`config.mk`:
```
export PLATFORM = sky130hd
export DESIGN_NAME = div_unit
export DESIGN_NICKNAME = d
export VERILOG_FILES = /design/src/rtl/div_unit.sv
export SDC_FILE = /design/constraint.sdc
export NUM_CORES = 1
export LEC_CHECK = 0
export ABC_AREA = 1
export CAP_MARGIN = 20
export CORE_ASPECT_RATIO = 1.75
export CORE_MARGIN = 4
export CORE_UTILIZATION = 40
export CTS_CLUSTER_SIZE = 25
export DETAILED_ROUTE_END_ITERATION = 7
export SYNTH_ARGS = -nofsm -noshare
export SYNTH_HDL_FRONTEND = slang
export SYNTH_SLANG_ARGS = --single-unit
```
`constraint.sdc`:
```
create_clock -name clk -period 6.5 [get_ports clk]
set_input_delay 1.3 -clock clk [delete_from_list [all_inputs] [get_ports clk]]
set_output_delay 1.3 -clock clk [all_outputs]
set_load 0.02 [all_outputs]
```
`src/rtl/div_unit.sv`:
```
// Iterative radix-2 restoring divider for DIV/DIVU: one quotient bit per cycle,
// sign-corrected quotient (LO) and remainder (HI) registered on completion.
module div_unit #(
  parameter int WIDTH = 32
) (
  input  logic             clk,
  input  logic             rst,
  input  logic             start,
  input  logic             is_signed,
  input  logic [WIDTH-1:0] dividend,
  input  logic [WIDTH-1:0] divisor,
  input  logic             cancel,
  output logic             busy,
  output logic             done,
  output logic [WIDTH-1:0] quotient,
  output logic [WIDTH-1:0] remainder
);

  localparam int CW = $clog2(WIDTH);

  typedef enum logic [1:0] {S_IDLE, S_BUSY, S_DONE} state_t;

  state_t           state;
  logic [CW-1:0]    cnt;
  logic [WIDTH-1:0] q_sr;    // dividend magnitude shifts out as quotient bits shift in
  logic [WIDTH-1:0] b_mag;
  logic [WIDTH:0]   part;
  logic             neg_q;
  logic             neg_r;
  logic             div0;

  logic [WIDTH:0]   shifted;
  logic [WIDTH:0]   trial;
  logic             qbit;
  logic [WIDTH:0]   part_next;
  logic [WIDTH-1:0] q_next;
  logic [WIDTH-1:0] r_mag;
  logic [WIDTH-1:0] a_abs;
  logic [WIDTH-1:0] b_abs;

  always_comb begin
    shifted   = {part[WIDTH-1:0], q_sr[WIDTH-1]};
    trial     = shifted - {1'b0, b_mag};
    // A borrow into the top bit means the trial subtraction went negative.
    qbit      = ~trial[WIDTH];
    part_next = qbit ? trial : shifted;
    q_next    = {q_sr[WIDTH-2:0], qbit};
    r_mag     = part_next[WIDTH-1:0];
    a_abs     = (is_signed && dividend[WIDTH-1]) ? (~dividend + 1'b1) : dividend;
    b_abs     = (is_signed && divisor[WIDTH-1])  ? (~divisor + 1'b1)  : divisor;
  end

  assign busy = (state == S_BUSY);
  assign done = (state == S_DONE);

  always_ff @(posedge clk or posedge rst) begin
    if (rst) begin
      state     <= S_IDLE;
      cnt       <= '0;
      q_sr      <= '0;
      b_mag     <= '0;
      part      <= '0;
      neg_q     <= 1'b0;
      neg_r     <= 1'b0;
      div0      <= 1'b0;
      quotient  <= '0;
      remainder <= '0;
    end else if (cancel) begin
      state <= S_IDLE;
      cnt   <= '0;
    end else begin
      case (state)
        S_IDLE, S_DONE: begin
          if (start) begin
            state <= S_BUSY;
            cnt   <= '0;
            q_sr  <= a_abs;
            b_mag <= b_abs;
            part  <= '0;
            neg_q <= is_signed & (dividend[WIDTH-1] ^ divisor[WIDTH-1]);
            neg_r <= is_signed & dividend[WIDTH-1];
            div0  <= (divisor == '0);
          end else begin
            state <= S_IDLE;
          end
        end
        S_BUSY: begin
          q_sr <= q_next;
          part <= part_next;
          cnt  <= cnt + 1'b1;
          if (cnt == CW'(WIDTH - 1)) begin
            state <= S_DONE;
            // With a zero divisor every trial succeeds, so r_mag is the dividend magnitude.
            if (div0)
              quotient <= '1;
            else
              quotient <= neg_q ? (~q_next + 1'b1) : q_next;
            remainder <= neg_r ? (~r_mag + 1'b1) : r_mag;
          end
        end
        default: state <= S_IDLE;
      endcase
    end
  end

endmodule
```
## Word-level counts from Yosys, hierarchy flattened

Index checks and enable logic that the tools add are counted.
W data, S select, Z words.

- Register bits after elaboration: 170
- Bits of input ports: 69
- Logic and storage cells: 59

- $add $sub $neg: 6
- Equality and inequality tests: 6
- Multiplexer cells: 17
- Bitwise gates (word level): 9
- Reduce and logical (&&, ||, !) cells: 11

Operator list:

| operator | count |
|---|---|
| $mux W32 | 8 |
| $add A32 B1 Y32 const B | 4 |
| $not A32 Y32 | 4 |
| $pmux W32 S2 | 2 |
| $sub A33 B32 Y33 | 1 |
| $logic_not A32 Y1 | 1 |
| $mux W5 | 2 |
| $pmux W5 S2 | 1 |
| $reduce_and A3 Y1 | 3 |
| $add A5 B1 Y5 const B | 1 |
| $eq A5 B5 Y1 const B | 1 |
| $mux W2 | 2 |
| $pmux W2 S2 | 1 |
| $ne A3 B2 Y1 const B | 1 |
| $ne A3 B3 Y1 const B | 1 |
| $reduce_bool A3 Y1 | 1 |
| $and A1 B1 Y1 | 2 |
| $eq A2 B1 Y1 const B | 1 |
| $eq A2 B2 Y1 const B | 1 |
| $logic_and A1 B1 Y1 | 2 |
| $logic_not A2 Y1 | 1 |
| $ne A2 B2 Y1 const B | 1 |
| $not A1 Y1 | 2 |
| $reduce_and A2 Y1 | 1 |
| 4 further kinds | 4 |

## Logic depth before layout (Yosys ltp)

- Word-level depth: 6
- Depth in mapped cells: 29
- Depth with buffers taken out: 27

## Worst setup path after synthesis

OpenSTA, ideal clock, no wires.

- Path kind: register -> register
- Start: register q_sr[31]
- End: register quotient[30]
- Setup time: 0.120 ns
- Arrival time: 3.690 ns
- Required time: 6.380 ns
- Path slack: 2.690 ns
- Cell stages (with the launch flop): 29
- Buffers on the path: 2
- Period minus slack after synthesis: 3.810 ns
- Cells stage by stage: dfrtp_1 -> inv_1 -> ha_1 -> fa_1 -> inv_1 -> nand2_1 -> nand2_1 -> nand3_1 -> nand2_2 -> nand2_2 -> nand2_2 -> nand2_4 -> nand2_4 -> nand2_4 -> nand2_2 -> buf_6 -> buf_8 -> ha_1 -> inv_1 -> nor3_1 -> nand2_1 -> nor3_1 -> nand4_1 -> nor2_1 -> nand4_1 -> o31ai_1 -> xor2_1 -> o22ai_1 -> inv_1

- Word-level cells in the longest chain between the ends: 6

RTL lines:

| what | line | RTL |
|---|---|---|
| from (decl) | 25 | `logic [WIDTH-1:0] q_sr;` |
| from (signal assigned) | 77 | `q_sr <= a_abs;` |
| from (signal assigned) | 88 | `q_sr <= q_next;` |
| $sub A33 B32 Y33 | 43 | `trial = shifted - {1'b0, b_mag};` |
| $not A1 Y1 | 45 | `qbit = ~trial[WIDTH];` |
| $not A32 Y32 | 97 | `quotient <= neg_q ? (~q_next + 1'b1) : q_next;` |
| $add A32 B1 Y32 | 97 |  |
| $mux W32 | 97 |  |
| $mux W32 | 94 | `if (div0)` |
| to (signal assigned) | 97 |  |
| to (decl) | 15 | `output logic [WIDTH-1:0] quotient,` |

Every way passes these cells.
A chain may end at the register's enable or synchronous reset.

## Final worst setup path

- Start: register part[18]
- End: register quotient[30]

- Word-level cells in the longest chain between the ends: 6

RTL lines:

| what | line | RTL |
|---|---|---|
| from (decl) | 27 | `logic [WIDTH:0] part;` |
| from (signal assigned) | 89 | `part <= part_next;` |
| $sub A33 B32 Y33 | 43 |  |
| $not A1 Y1 | 45 |  |
| $not A32 Y32 | 97 |  |
| $add A32 B1 Y32 | 97 |  |
| $mux W32 | 97 |  |
| $mux W32 | 94 |  |

Every way passes these cells.

==> run summary <==
max-slew violations = 0
Synth Warn # = 0
Worst Skew = 0.01241 ns
register area share after synthesis = 32.58%
Distinct cells, synth = 48
cell taking the most area after synthesis = dfrtp_1
Tot Pwr = 6.450 mW
gpl congestion = 0.9679
Post-CTS Hold Buffers = 0
Die Y = 247.0 microns
Tightest Hold Check Type = reg -> reg
P per Cell Area = 420.9 mW/mm^2
Critical-path top delay cell = dfrtp_1
outcome = finished clean
antenna-violating nets left = 0
hold path depth = 2
NetSw = 3.407 mW
Critical Path Most Common Cell = nand2_1
Core Area = 0.03222 sq mm
cell family with most CP delay = simple AND/OR/NAND/NOR gates
power share of the clock group = 16.3%
first-pass GRT wire length = 69,500 microns
min Tclk post-route = 4.326 ns
Critical Path, Cell by Cell = ha_1 -> nand2_1 -> inv_2 -> nand2_1 -> nand2_1 -> nand2_1 -> nand2_1 -> a21oi_4 -> nand3_2 -> nand2_2 -> ha_1 -> inv_1 -> nor3_1 -> nand2_1 -> nor3_1 -> buf_4 -> nand4_1 -> nor2_1 -> nand4_1 -> o31ai_1 -> xor2_1 -> o22ai_1 -> inv_1
critical path depth = 23
Worst EP required = 6.83 ns
max-cap violations = 0
Skew-Pair Late Insertion Delay = 0.45 ns
fillers = 3,387
TNS Setup = 0 ns
share of layout cells above drive strength 1 = 5.816%
WL per Instance = 17.86 microns
final WL = 44,910 microns
final worst path period share = 66.55%
TritonCTS clock tree = done
Final nets = 2,214
reg2reg path depth = 23
Setup Buffers After CTS = 0
Clock Tree Root = clkbuf_16
Vias/cell = 5.248
worst slew pin tran = 1.001 ns
P_int = 3.043 mW
H-tree depth = 4
Comb power frac = 61.8%
antenna violations before repair = 0
Final setup viols = 0
synthesized flop and latch total = 170
number of CTS-inserted buffers = 17
share of the synthesized area in the top cell type = 32.58%
GRT Total Usage = 25.47%
diodes inserted = 0
port bufs = 134
Synth Instances = 2,000
hold wc startpoint = remainder[17]$_DFFE_PP0P_
synthesized area per cell = 6.529 sq um
Reg2Reg Setup Slack = 2.17 ns
clock tree sinks = 170
worst reg2reg path startpoint = part[18]$_DFFE_PP0P_
Worst Path Buf+Inv = 4
Lkg Pwr = 7.903 nW
area delta synth->final = 17.34%
global route overflow = 0
hpwl dp = 36,100 microns
Net Sw Frac = 52.82%
Starting Density = 40.53%
Max stage delay on crit path = 0.43 ns
clock tree buffer depth = 2
Area contributors post-synth = dfrtp_1, nand2_1, inv_1
Max VDD drop = 0.2431 mV
vias in the first global route = 13,330
Setup crit end kind = register
initial DRC count = 704
vias after detailed routing = 13,200
final hold violation count = 0
CTS resizes = 0
Syn Nets = 2,108
FF-to-FF End = quotient[30]$_DFFE_PP0P_
DRC = 0
Arr. time, crit path = 4.66 ns
RSZ-0062 raised after global routing = false
pin count of the biggest net entering global routing = 95
mapped cell area = 0.01306 sq mm
Clock transition at path regs = 0.07 ns
Horiz. Die Dim = 144.6 microns
sequential power share = 21.9%
hold path endpoint = remainder[17]$_DFFE_PP0P_
Setup crit start kind = register
FP Rows = 87
CP Max Fanout = 17
drt pass-1 iters = 5
CP Class = reg -> reg
relative slew slack = 33.20%
die footprint = 0.03572 sq mm
io pins = 135
fmax = 0.2312 GHz
-- how the worst max path moves through the flow --
stage                         startpoint                        to  slack [ns]
global route        part[10]$_DFFE_PP0P_  quotient[24]$_DFFE_PP0P_        1.75
detailed placement  part[18]$_DFFE_PP0P_  quotient[28]$_DFFE_PP0P_        2.19
finish              part[18]$_DFFE_PP0P_  quotient[30]$_DFFE_PP0P_        2.17
floorplan                            rst      b_mag[0]$_DFFE_PP0P_        0.60
CTS                 part[10]$_DFFE_PP0P_  quotient[28]$_DFFE_PP0P_        2.18
global placement    q_sr[31]$_DFFE_PP0P_  quotient[28]$_DFFE_PP0P_        2.34
-- through the flow --
stage	setup WS, ns	instance area [sq um]	instances	hold slack, ns	utilization [%]
2_1_floorplan	0.5966	13060	2000	0.4530	-
3_3_place_gp	2.338	14700	2485	0.4664	45.61
3_5_place_dp	2.194	14740	2487	0.4655	45.74
4_1_cts	2.176	15320	2515	0.4836	47.56
5_1_grt	1.750	15320	2515	0.5066	47.56
6_report	2.174	15320	2515	0.4820	47.56
-- synth_stat cells (all sizes together) --
master,count
nor3,15
a32o,2
a22oi,1
ha,38
nand3b,9
o2111ai,1
o211ai,28
o21ai,150
a21o,2
a31oi,12
nand2,638
a21oi,64
o31ai,6
xnor2,11
o22a,2
and3,1
inv,307
fa,1
and2,5
or2,3
nand4,24
o41ai,1
o21bai,2
o22ai,40
nor4,4
clkinv,1
nand3,159
clkbuf,44
xor2,51
dfrtp,170
nor2,189
buf,19
-- placed cells by master, fill, tap and decap left out, types with 12 or more instances in the layout --
| cell | synthesis | final |
|---|---|---|
| a21oi_1 | 60 | 60 |
| o21ai_0 | 141 | 141 |
| o22ai_1 | 40 | 40 |
| nand2_2 | 32 | 32 |
| buf_4 | 2 | 14 |
| a31oi_1 | 12 | 12 |
| nand4_1 | 24 | 24 |
| clkbuf_16 | 0 | 17 |
| clkdlybuf4s50_1 | 0 | 134 |
| nand3_1 | 154 | 154 |
| nand2_1 | 597 | 597 |
| nor2_1 | 172 | 171 |
| ha_1 | 38 | 38 |
| o211ai_1 | 28 | 28 |
| nor3_1 | 15 | 15 |
| nor2_2 | 12 | 13 |
| dfrtp_1 | 170 | 170 |
| xor2_1 | 51 | 51 |
| inv_1 | 301 | 298 |
-- routing by layer --
layer  vias to the layer above  part of all wire, %  global-route usage, %  routed length, microns
li1                       6609                    -                      -                       -
met1                      6159                   34                  24.48                   15350
met2                       311                   56                  48.99                   24930
met3                       120                  2.6                  2.806                    1147
met4                         0                  7.8                  17.35                    3481
met5                         -                    0                      0                       0
-- cell type report --
cell class | instances | area, sq um | area share (%)
multi-input cells | 1459 | 7333 | 47.86
flip-flops and latches | 170 | 4254 | 27.76
repair buffers | 150 | 1489 | 9.717
inverters | 308 | 1161 | 7.577
well taps | 400 | 500.5 | 3.266
clock buffers | 19 | 442.9 | 2.891
clock inverters | 9 | 142.6 | 0.9308
-- kinds of logic after synthesis --
kind of cell	share of synthesized area [%]
XOR/XNOR	4.158
adder cells (fa/ha/maj)	3.794
AND/OR/NAND/NOR	34.63
flip-flops	32.58
buffers and inverters	11.29
AO/OA/AOI/OAI	13.56
-- sequential cells by signal (all words and copies together) (netlist names) --
name / flops
b_mag: 32
cnt: 5
div0: 1
neg_q: 1
neg_r: 1
part: 32
q_sr: 32
quotient: 32
remainder: 32
state: 2
-- power by group through the flow --
| stage | combinational (mW) | clock, mW | sequential [mW] |
|---|---|---|---|
| floorplan | 2.95 | 0 | 1.35 |
| global placement | 3.94 | 0 | 1.42 |
| detailed placement | 3.97 | 0 | 1.43 |
| CTS | 3.98 | 1.07 | 1.41 |
| global route | 4.45 | 1.12 | 1.43 |
| finish | 3.98 | 1.05 | 1.41 |
-- tightest hold or removal path: stages, from the launching register on --
cell,delay [ns]
dfrtp_1,0.34
nand2_1,0.05
nand2_1,0.05
Power figures use the tool's default switching activity.
